<file path="src/rtl/uart_rx_if.sv">
// Core-side port bundle of the 8N1 UART receiver: serial line in, byte/status out.
interface uart_rx_if;
  logic       RX;
  logic       rx_ack;
  logic [7:0] rx_data;
  logic       rx_valid;
  logic       frame_err;
  logic       overrun;
  logic       interrupt;

  modport slave  (input RX, rx_ack, output rx_data, rx_valid, frame_err, overrun, interrupt);
  modport master (output RX, rx_ack, input rx_data, rx_valid, frame_err, overrun, interrupt);
endinterface

</file>
<file path="src/rtl/uart_rx.sv">
// 8N1 UART receiver, LSB first: synchronised start detect, mid-bit sampling,
// pending-byte interrupt with sticky overrun cleared by rx_ack.
module uart_rx #(
  parameter int sys_clk = 50000000,
  parameter int baud    = 9600
) (
  input  logic     clock,
  input  logic     Rst,
  uart_rx_if.slave bus
);
  localparam logic [31:0] BIT_CNT  = 32'(sys_clk / baud - 1);
  localparam logic [31:0] HALF_CNT = BIT_CNT >> 1;

  typedef enum logic [1:0] {IDLE, START, DATA, STOP} state_t;

  state_t      state;
  logic        rx_m, rx_s, rx_prev;
  logic [31:0] cnt;
  logic [2:0]  idx;
  logic [7:0]  shreg, data_q;
  logic        valid_q, ferr_q, ovr_q, int_q;

  always_ff @(posedge clock) begin
    if (Rst) begin
      state   <= IDLE;
      rx_m    <= 1'b1;
      rx_s    <= 1'b1;
      rx_prev <= 1'b1;
      cnt     <= '0;
      idx     <= '0;
      shreg   <= '0;
      data_q  <= '0;
      valid_q <= 1'b0;
      ferr_q  <= 1'b0;
      ovr_q   <= 1'b0;
      int_q   <= 1'b0;
    end else begin
      rx_m    <= bus.RX;
      rx_s    <= rx_m;
      rx_prev <= rx_s;
      valid_q <= 1'b0;
      ferr_q  <= 1'b0;
      if (bus.rx_ack) begin
        int_q <= 1'b0;
        ovr_q <= 1'b0;
      end
      case (state)
        // Edge-only trigger: a line stuck low cannot start a new frame.
        IDLE: if (rx_prev && !rx_s) begin
          cnt   <= '0;
          state <= START;
        end
        START: if (cnt == HALF_CNT) begin
          if (rx_s) state <= IDLE;
          else begin
            cnt   <= '0;
            idx   <= '0;
            state <= DATA;
          end
        end else cnt <= cnt + 32'd1;
        DATA: if (cnt == BIT_CNT) begin
          shreg <= {rx_s, shreg[7:1]};
          cnt   <= '0;
          if (idx == 3'd7) state <= STOP;
          else idx <= idx + 3'd1;
        end else cnt <= cnt + 32'd1;
        // A completing byte overrides a same-cycle ack on interrupt; ack still blocks overrun.
        STOP: if (cnt == BIT_CNT) begin
          cnt   <= '0;
          state <= IDLE;
          if (rx_s) begin
            data_q  <= shreg;
            valid_q <= 1'b1;
            int_q   <= 1'b1;
            if (int_q && !bus.rx_ack) ovr_q <= 1'b1;
          end else ferr_q <= 1'b1;
        end else cnt <= cnt + 32'd1;
        default: state <= IDLE;
      endcase
    end
  end

  assign bus.rx_data   = data_q;
  assign bus.rx_valid  = valid_q;
  assign bus.frame_err = ferr_q;
  assign bus.overrun   = ovr_q;
  assign bus.interrupt = int_q;
endmodule
</file>
<file path="src/flat_wrapper.sv">
// flat-port wrapper written by rule: the top's interface ports become plain ports
module uart_rx_flat 
#(
  parameter int sys_clk = 50000000,
  parameter int baud    = 9600
)
  (clock, Rst, bus_RX, bus_rx_ack, bus_rx_data, bus_rx_valid, bus_frame_err, bus_overrun, bus_interrupt);
  uart_rx_if bus_i ();
  input  logic clock;
  input  logic Rst;
  input wire logic [$bits(bus_i.RX)-1:0] bus_RX;
  input wire logic [$bits(bus_i.rx_ack)-1:0] bus_rx_ack;
  output wire logic [$bits(bus_i.rx_data)-1:0] bus_rx_data;
  output wire logic [$bits(bus_i.rx_valid)-1:0] bus_rx_valid;
  output wire logic [$bits(bus_i.frame_err)-1:0] bus_frame_err;
  output wire logic [$bits(bus_i.overrun)-1:0] bus_overrun;
  output wire logic [$bits(bus_i.interrupt)-1:0] bus_interrupt;
  assign bus_i.RX = bus_RX;
  assign bus_i.rx_ack = bus_rx_ack;
  assign bus_rx_data = bus_i.rx_data;
  assign bus_rx_valid = bus_i.rx_valid;
  assign bus_frame_err = bus_i.frame_err;
  assign bus_overrun = bus_i.overrun;
  assign bus_interrupt = bus_i.interrupt;
  uart_rx #(.sys_clk(sys_clk), .baud(baud)) u_core (.clock(clock), .Rst(Rst), .bus(bus_i));
endmodule
</file>
<file path="config.mk">
export PLATFORM = sky130hd
export DESIGN_NAME = uart_rx_flat
export DESIGN_NICKNAME = d
export VERILOG_FILES = /design/src/rtl/uart_rx_if.sv /design/src/rtl/uart_rx.sv /design/src/flat_wrapper.sv
export SDC_FILE = /design/constraint.sdc
export NUM_CORES = 1
export LEC_CHECK = 0
export ABC_AREA = 1
export CAP_MARGIN = 20
export CORE_ASPECT_RATIO = 0.75
export CORE_MARGIN = 5
export CORE_UTILIZATION = 55
export DETAILED_ROUTE_END_ITERATION = 12
export PLACE_DENSITY_LB_ADDON = 0.12
export SKIP_CTS_REPAIR_TIMING = 1
export SYNTH_ARGS = -nofsm -noshare
export SYNTH_HDL_FRONTEND = slang
export SYNTH_SLANG_ARGS = --single-unit
export TNS_END_PERCENT = 10
</file>
<file path="constraint.sdc">
create_clock -name clock -period 3.19 [get_ports clock]
set_input_delay 0.638 -clock clock [delete_from_list [all_inputs] [get_ports clock]]
set_output_delay 0.638 -clock clock [all_outputs]
set_load 0.005 [all_outputs]
</file>
==> results of run 1 <==
## area by class of cell
cell class                      instances  area, µm²
Timing Repair Buffer                   18        173
Multi-Input combinational cell        436       2090
Clock inverter                          4       25.0
Inverter                               72        270
Clock buffer                           12        145
Sequential cell                        60       1200
Tap cell                               81        101
Fill cell                             598       2410
## power breakdown
group / leakage (nW) / switching (mW) / internal [mW] / total, mW
Combinational: 0.947 / 0.346 / 0.0987 / 0.445
Clock: 0.0824 / 0.304 / 0.300 / 0.605
Sequential: 0.484 / 0.0156 / 0.765 / 0.780
## sequential cells by signal, indices dropped and copies added, names as in the netlist, named ones only
name                  cells
u_core.idx                3
u_core.bus.overrun        1
u_core.rx_s               1
u_core.bus.interrupt      1
u_core.state              1
u_core.rx_prev            1
u_core.cnt               32
u_core.shreg              8
u_core.rx_m               1
u_core.bus.rx_valid       1
u_core.bus.frame_err      1
u_core.bus.rx_data        8
## layer usage
metal / track usage [%] / part of all wire, %
met1: 33.9 / 49
met4: 8.02 / 1.1
met2: 34.5 / 41
met5: 0 / 0
met3: 6.43 / 8.4
## cells in the final DEF, fill, tap and decap left out, types with 10 or more instances in the layout
master and count:
nand2_1 171, nor2_1 75, inv_1 66, dfxtp_1 60
a21oi_1 47, nand3_1 44, o21ai_0 18, clkdlybuf4s50_1 15
nand4_1 14, o2111ai_1 13, clkbuf_8 10
## Yosys cell counts, drive strengths merged
cell,number
a21oi,47
and2,1
and3,1
buf,10
clkbuf,11
dfxtp,60
ha,7
inv,72
nand2,179
nand3,45
nand3b,2
nand4,14
nor2,85
nor3,9
nor4,1
o2111ai,13
o211ai,3
o21ai,20
or2,3
xnor2,1
xor2,5
## cell families (layout without fill, tap and decap cells)
kind of cell    count (synthesis)  after routing
buf+inv                        93            106
compound gates                 83             83
xor+xnor                        6              6
simple gates                  340            340
flops                          60             60
fa+ha+maj                       7              7
## path summary, 6_finish.rpt
kind | from | slack, ns | cells after the start | endpoint
max | u_core.cnt[0]$_SDFFE_PP0P_ | 1.00 | 12 | u_core.cnt[9]$_SDFFE_PP0P_
min | u_core.rx_m$_SDFF_PP1_ | 0.42 | 1 | u_core.rx_s$_SDFF_PP1_
max reg2reg | u_core.cnt[0]$_SDFFE_PP0P_ | 1.00 | 12 | u_core.cnt[9]$_SDFFE_PP0P_
min reg2reg | u_core.rx_m$_SDFF_PP1_ | 0.42 | 1 | u_core.rx_s$_SDFF_PP1_
==> impl_results.md, run 1 <==
* Post-route clock period utilization at 68.6%
* Overall power at approximately 1.8 mW
* CP Cell Sequence: ha_1 -> inv_2 -> nor2_1 -> nand3_1 -> nor2_1 -> nand2_1 -> nand2_2 -> nand2_2 -> nand2_1 -> nand2_1 -> nand2_2 -> nor2_1
* Pre-CTS setup slack at 0.928 ns
* Minimum clock period at 2.19 ns
* Maxcap violations at 0
* Worst-path fanout max at 7
* Reg clk slew, reported paths at about 0.070 ns
* CTS Root Cell: clkbuf_8
* Post-synthesis adder-cell area fraction at around 2.4%
* Largest net degree at the start of global routing at 32
* Setup tns final at 0 ns
* H-tree depth at 3
* Clk buf depth at 2
* Peak VDD IR at slightly below 0.0004 V
* Skew final at 0.00557 ns
* Starting Density at between 50 and 60%
* Combinational family with the most area after synthesis: simple AND/OR/NAND/NOR gates
* WP data arrival at approximately 2.4 ns
* Area after DPL at approximately 3800 µm²
* Layout cell share with drive strength beyond 1 at roughly 7.6%
* CTS tree: yes
* IO Count at 16
* Ant. Diodes at 0
* # rows at 25
* Post-DR wirelength/cell at between 10 and 15 µm
* Setup violators final at 0
* Count of nets after finishing at between 600 and 700
* Rel. slew slack at 57.4%
* Xor and xnor fraction of the mapped netlist area at between 1 and 1.5%
* Initial antenna violation count at 0
* Post-Route WL at about 9.4 mm
* Hold slack at approximately 0.42 ns
* DRC Markers at 0
* Via-to-Cell Ratio at 5.43
* Max Fclk at 0.457 GHz
* Worst Setup End Kind: flop
* Final Non-Filler Cells at 683
* CP top delay family: simple AND/OR/NAND/NOR gates
* DP Wirelength at ~7 mm
* Synthesized area per cell at ~6.2 µm²
* Synth top area share at around a third
* Hold Fails Final Rpt at 0
* Req. time, crit path at ~3.4 ns
* Post-synth top area cell: dfxtp_1
* Area growth syn-to-layout at 8.91%
* 1st-iter DRT viols at approximately 270
* Drt first pass iters at 5
* Post-Synth Simple-Gate Area at about 40%
* Worst slew pin tran at around 0.63 ns
* Die height at around 80 µm
* Startpoint Class: flop
* Post-synthesis sequential area ratio at about 33%
* Hold Crit Class: reg -> reg
* Final WS setup at 1.00 ns
* Mapped Cells at ~590
* Gr ovfl total at 0
* Warnings, synthesis at 0
* Mux contribution to synthesized area at 0%
* Vias after detailed routing at 3709
* Compound-Gate Fraction of Synth Area at 12.8%
* Die width at 104 µm
* Slowest cell delay on critical path at 0.38 ns
* Post-Layout Inst Area at approximately 4000 µm²
* Mapped cell area at 3680 µm²
* IO Port Bufs at 15
* Placed Cells at roughly 670
* #FFs+latches synth at 60
* RePlAce Congestion at about 0.95
* Buf/Inv on CP at 1
* Number of global-route vias before repair at 3400
* Worst-skew pair later-pin latency at about 0.34 ns
* RSZ-0062 raised after global routing: false
* Die ar. at 8440 µm²
* Run status: completed
* CP max stage cell: dfxtp_1
* Static leakage at 1.51 nW
* Critical path class: reg -> reg
* Synth top area cells: dfxtp_1 33%, nand2_1 17%, nor2_1 7.7%
* Total core area at around 6400 µm²
* Final core occ at roughly 62%
* Cell variety after synth at 32
* Syn_nets at 600
* Slew Limit Fails at 0
* CTS buffer count at 9
* First-pass GRT wire length at between 15 and 20 mm
* Power Density at between 400 and 500 nW/µm²
* Sink Count at 60
* Post-route ant nets at 0
* Total GRT Usage at a little under a quarter
Power figures use the tool's default switching activity.
==> inputs of run 2 (changes only) <==
- clock period: 3.19 -> 2.22 ns (I/O delays scaled with it)
==> impl_results.md, run 2 (synthesized netlist as in run 1, its figures left out) <==
* Setup tns final at 0 ns (unchanged)
* Most common cell after layout, fill and taps aside: nand2_1
* Placed Cells at 671 (+0.60%)
* Hold depth at 1 (unchanged)
* Skew final at 0.00700 ns (+0.00143 ns)
* Static leakage at 1.54 nW (+1.8%)
* Logic pwr share at 25.6% (+1.3 points)
* Post-route clock period utilization at 92.8% (+24 points)
* Setup slack, reg-to-reg at 0.16 ns (-0.84 ns)
* Maxcap violations at 0 (unchanged)
* Worst-skew pair later-pin latency at 0.34 ns (about the same)
* Layout cell share with drive strength beyond 1 at 8.76% (+1.1 points)
* Metal-1 WL at 4.59 mm (-0.43%)
* WL met2 at 4.07 mm (+5.1%)
* Post-route ant nets at 0 (unchanged)
* Sink Count at 60 (unchanged)
* Max reg flops at 32 (unchanged)
* Total core area at 6410 µm² (unchanged)
* Internal power at 1.71 mW (+47%)
* First-pass GRT wire length at 16.4 mm (+0.81%)
* Hold slack at 0.420 ns (+0.00305 ns)
* RePlAce Congestion at 0.989 (+4.2%)
* Die height at 80.8 µm (unchanged)
* WP data arrival at 2.29 ns (-0.13 ns)
* IO Count at 16 (unchanged)
* CTS Root Cell: clkbuf_8
* Initial antenna violation count at 0 (unchanged)
* Req. time, crit path at 2.46 ns (-0.96 ns)
* Largest net degree at the start of global routing at 31 (-3.1%)
* HP Start: u_core.rx_m$_SDFF_PP1_
* Post-DR wirelength/cell at 14.1 µm (+2.4%)
* Commonest non-fill, non-tap cells in the layout: 171 x nand2_1, 74 x nor2_1, 66 x inv_1, 60 x dfxtp_1, 47 x a21oi_1
* Sw Share at 36.9% (+0.46 points)
* Minimum clock period at 2.06 ns (-0.129 ns)
* IO Port Bufs at 15 (unchanged)
* DP Wirelength at 7.04 mm (+2.6%)
* # rows at 25 (unchanged)
* Via-to-Cell Ratio at 5.49 (+1.2%)
* Metal3 WL at 875 µm (+10%)
* Final Non-Filler Cells at 686 (+0.44%)
* Area after DPL at 3860 µm² (+0.78%)
* Startpoint Class: flop
* Vias after detailed routing at 3769 (+1.6%)
* Ant. Diodes at 0 (unchanged)
* Count of nets after finishing at 612 (+0.66%)
* RR Startpoint: u_core.cnt[0]$_SDFFE_PP0P_
* Power Density at 665 nW/µm² (+46%)
* Total GRT Usage at 24.0% (+0.26 points)
* Gr ovfl total at 0 (unchanged)
* Worst slew pin tran at 0.634 ns (+0.000468 ns)
* Hold Crit Class: reg -> reg
* H-tree depth at 3 (unchanged)
* Post-Route WL at 9.65 mm (+2.8%)
* Die ar. at 8440 µm² (unchanged)
* Number of global-route vias before repair at 3405 (+0.15%)
* Worst-path fanout max at 7 (unchanged)
* RR Endpoint: u_core.cnt[9]$_SDFFE_PP0P_
* CTS buffer count at 9 (unchanged)
* Final core occ at 63.3% (+0.84 points)
* Drt first pass iters at 5 (unchanged)
* Starting Density at 57.3% (unchanged)
* Max Fclk at 0.486 GHz (+6.3%)
* Die width at 104 µm (unchanged)
* CTS tree: yes
* 1st-iter DRT viols at 303 (+13%)
* Most flops, register: u_core.cnt
* R2R depth at 12 (unchanged)
* Setup violators final at 0 (unchanged)
* Critical path class: reg -> reg
* Psw at 0.996 mW (+49%)
* Run status: completed
* Clk buf depth at 2 (unchanged)
* Slew Limit Fails at 0 (unchanged)
* Area growth syn-to-layout at 10.4%
* Sequential Power Share at 41.6% (-1.0 points)
* RSZ-0062 raised after global routing: false
* Hold Fails Final Rpt at 0 (unchanged)
* Rel. slew slack at 57.7% (+0.31 points)
* Post-Layout Inst Area at 4060 µm² (+1.3%)
* Clk network pwr share at 32.8% (-0.3 points)
* Peak VDD IR at 0.000541 V (+36%)
* Worst Setup End Kind: flop
* Crit. Startpoint: u_core.cnt[0]$_SDFFE_PP0P_
* Worst Setup EP: u_core.cnt[9]$_SDFFE_PP0P_
* Top Layer Used: met4
* Reg clk slew, reported paths at 0.07 ns (about the same)
* DRC Markers at 0 (unchanged)
run 2: worst max-delay path: stages, from the launching register on:
cell and delay (ns):
dfxtp_1 0.39, ha_2 0.25, inv_2 0.07, nor2_1 0.16, nand3_1 0.09, nor2_1 0.12
nand2_1 0.13, nand2_2 0.17, nand2_2 0.12, nand2_1 0.10, nand2_1 0.13, nand2_4 0.16
nor2_1 0.07
run 2: power by group through the flow:
stage,registers [mW],logic [mW],clock network [mW]
floorplan,1.14,0.514,0
global placement,1.14,0.654,0
detailed placement,1.14,0.669,0
CTS,1.12,0.667,0.910
global route,1.12,0.761,0.976
finish,1.12,0.691,0.887
run 2: layer usage:
metal | vias to the layer above | global-route usage [%]
met1 | 1685 | 34.2
met4 | 0 | 7.63
met2 | 153 | 36.3
li1 | 1919 | -
met5 | - | 0
met3 | 12 | 5.00
run 2: area by class of cell:
class,instances,area (µm²)
Clock buffer,11,151
Tap cell,81,101
Clock inverter,4,25.0
Multi-Input combinational cell,436,2110
Fill cell,620,2350
Timing Repair Buffer,22,203
Sequential cell,60,1200
Inverter,72,270
run 2: per-stage QoR:
stage | setup slack [ns] | total power, mW
finish | 0.161 | 2.70
global route | 0.0126 | 2.86
CTS | 0.131 | 2.70
detailed placement | 0.153 | 1.81
global placement | 0.214 | 1.80
floorplan | 0.394 | 1.65
run 2: worst min path at each step:
| stage | endpoint |
|---|---|
| after global placement | u_core.rx_s$_SDFF_PP1_ |
| final | u_core.rx_s$_SDFF_PP1_ |
| after floorplan | u_core.rx_s$_SDFF_PP1_ |
| after global routing | u_core.rx_s$_SDFF_PP1_ |
| after detailed placement | u_core.rx_s$_SDFF_PP1_ |
| after CTS | u_core.rx_s$_SDFF_PP1_ |
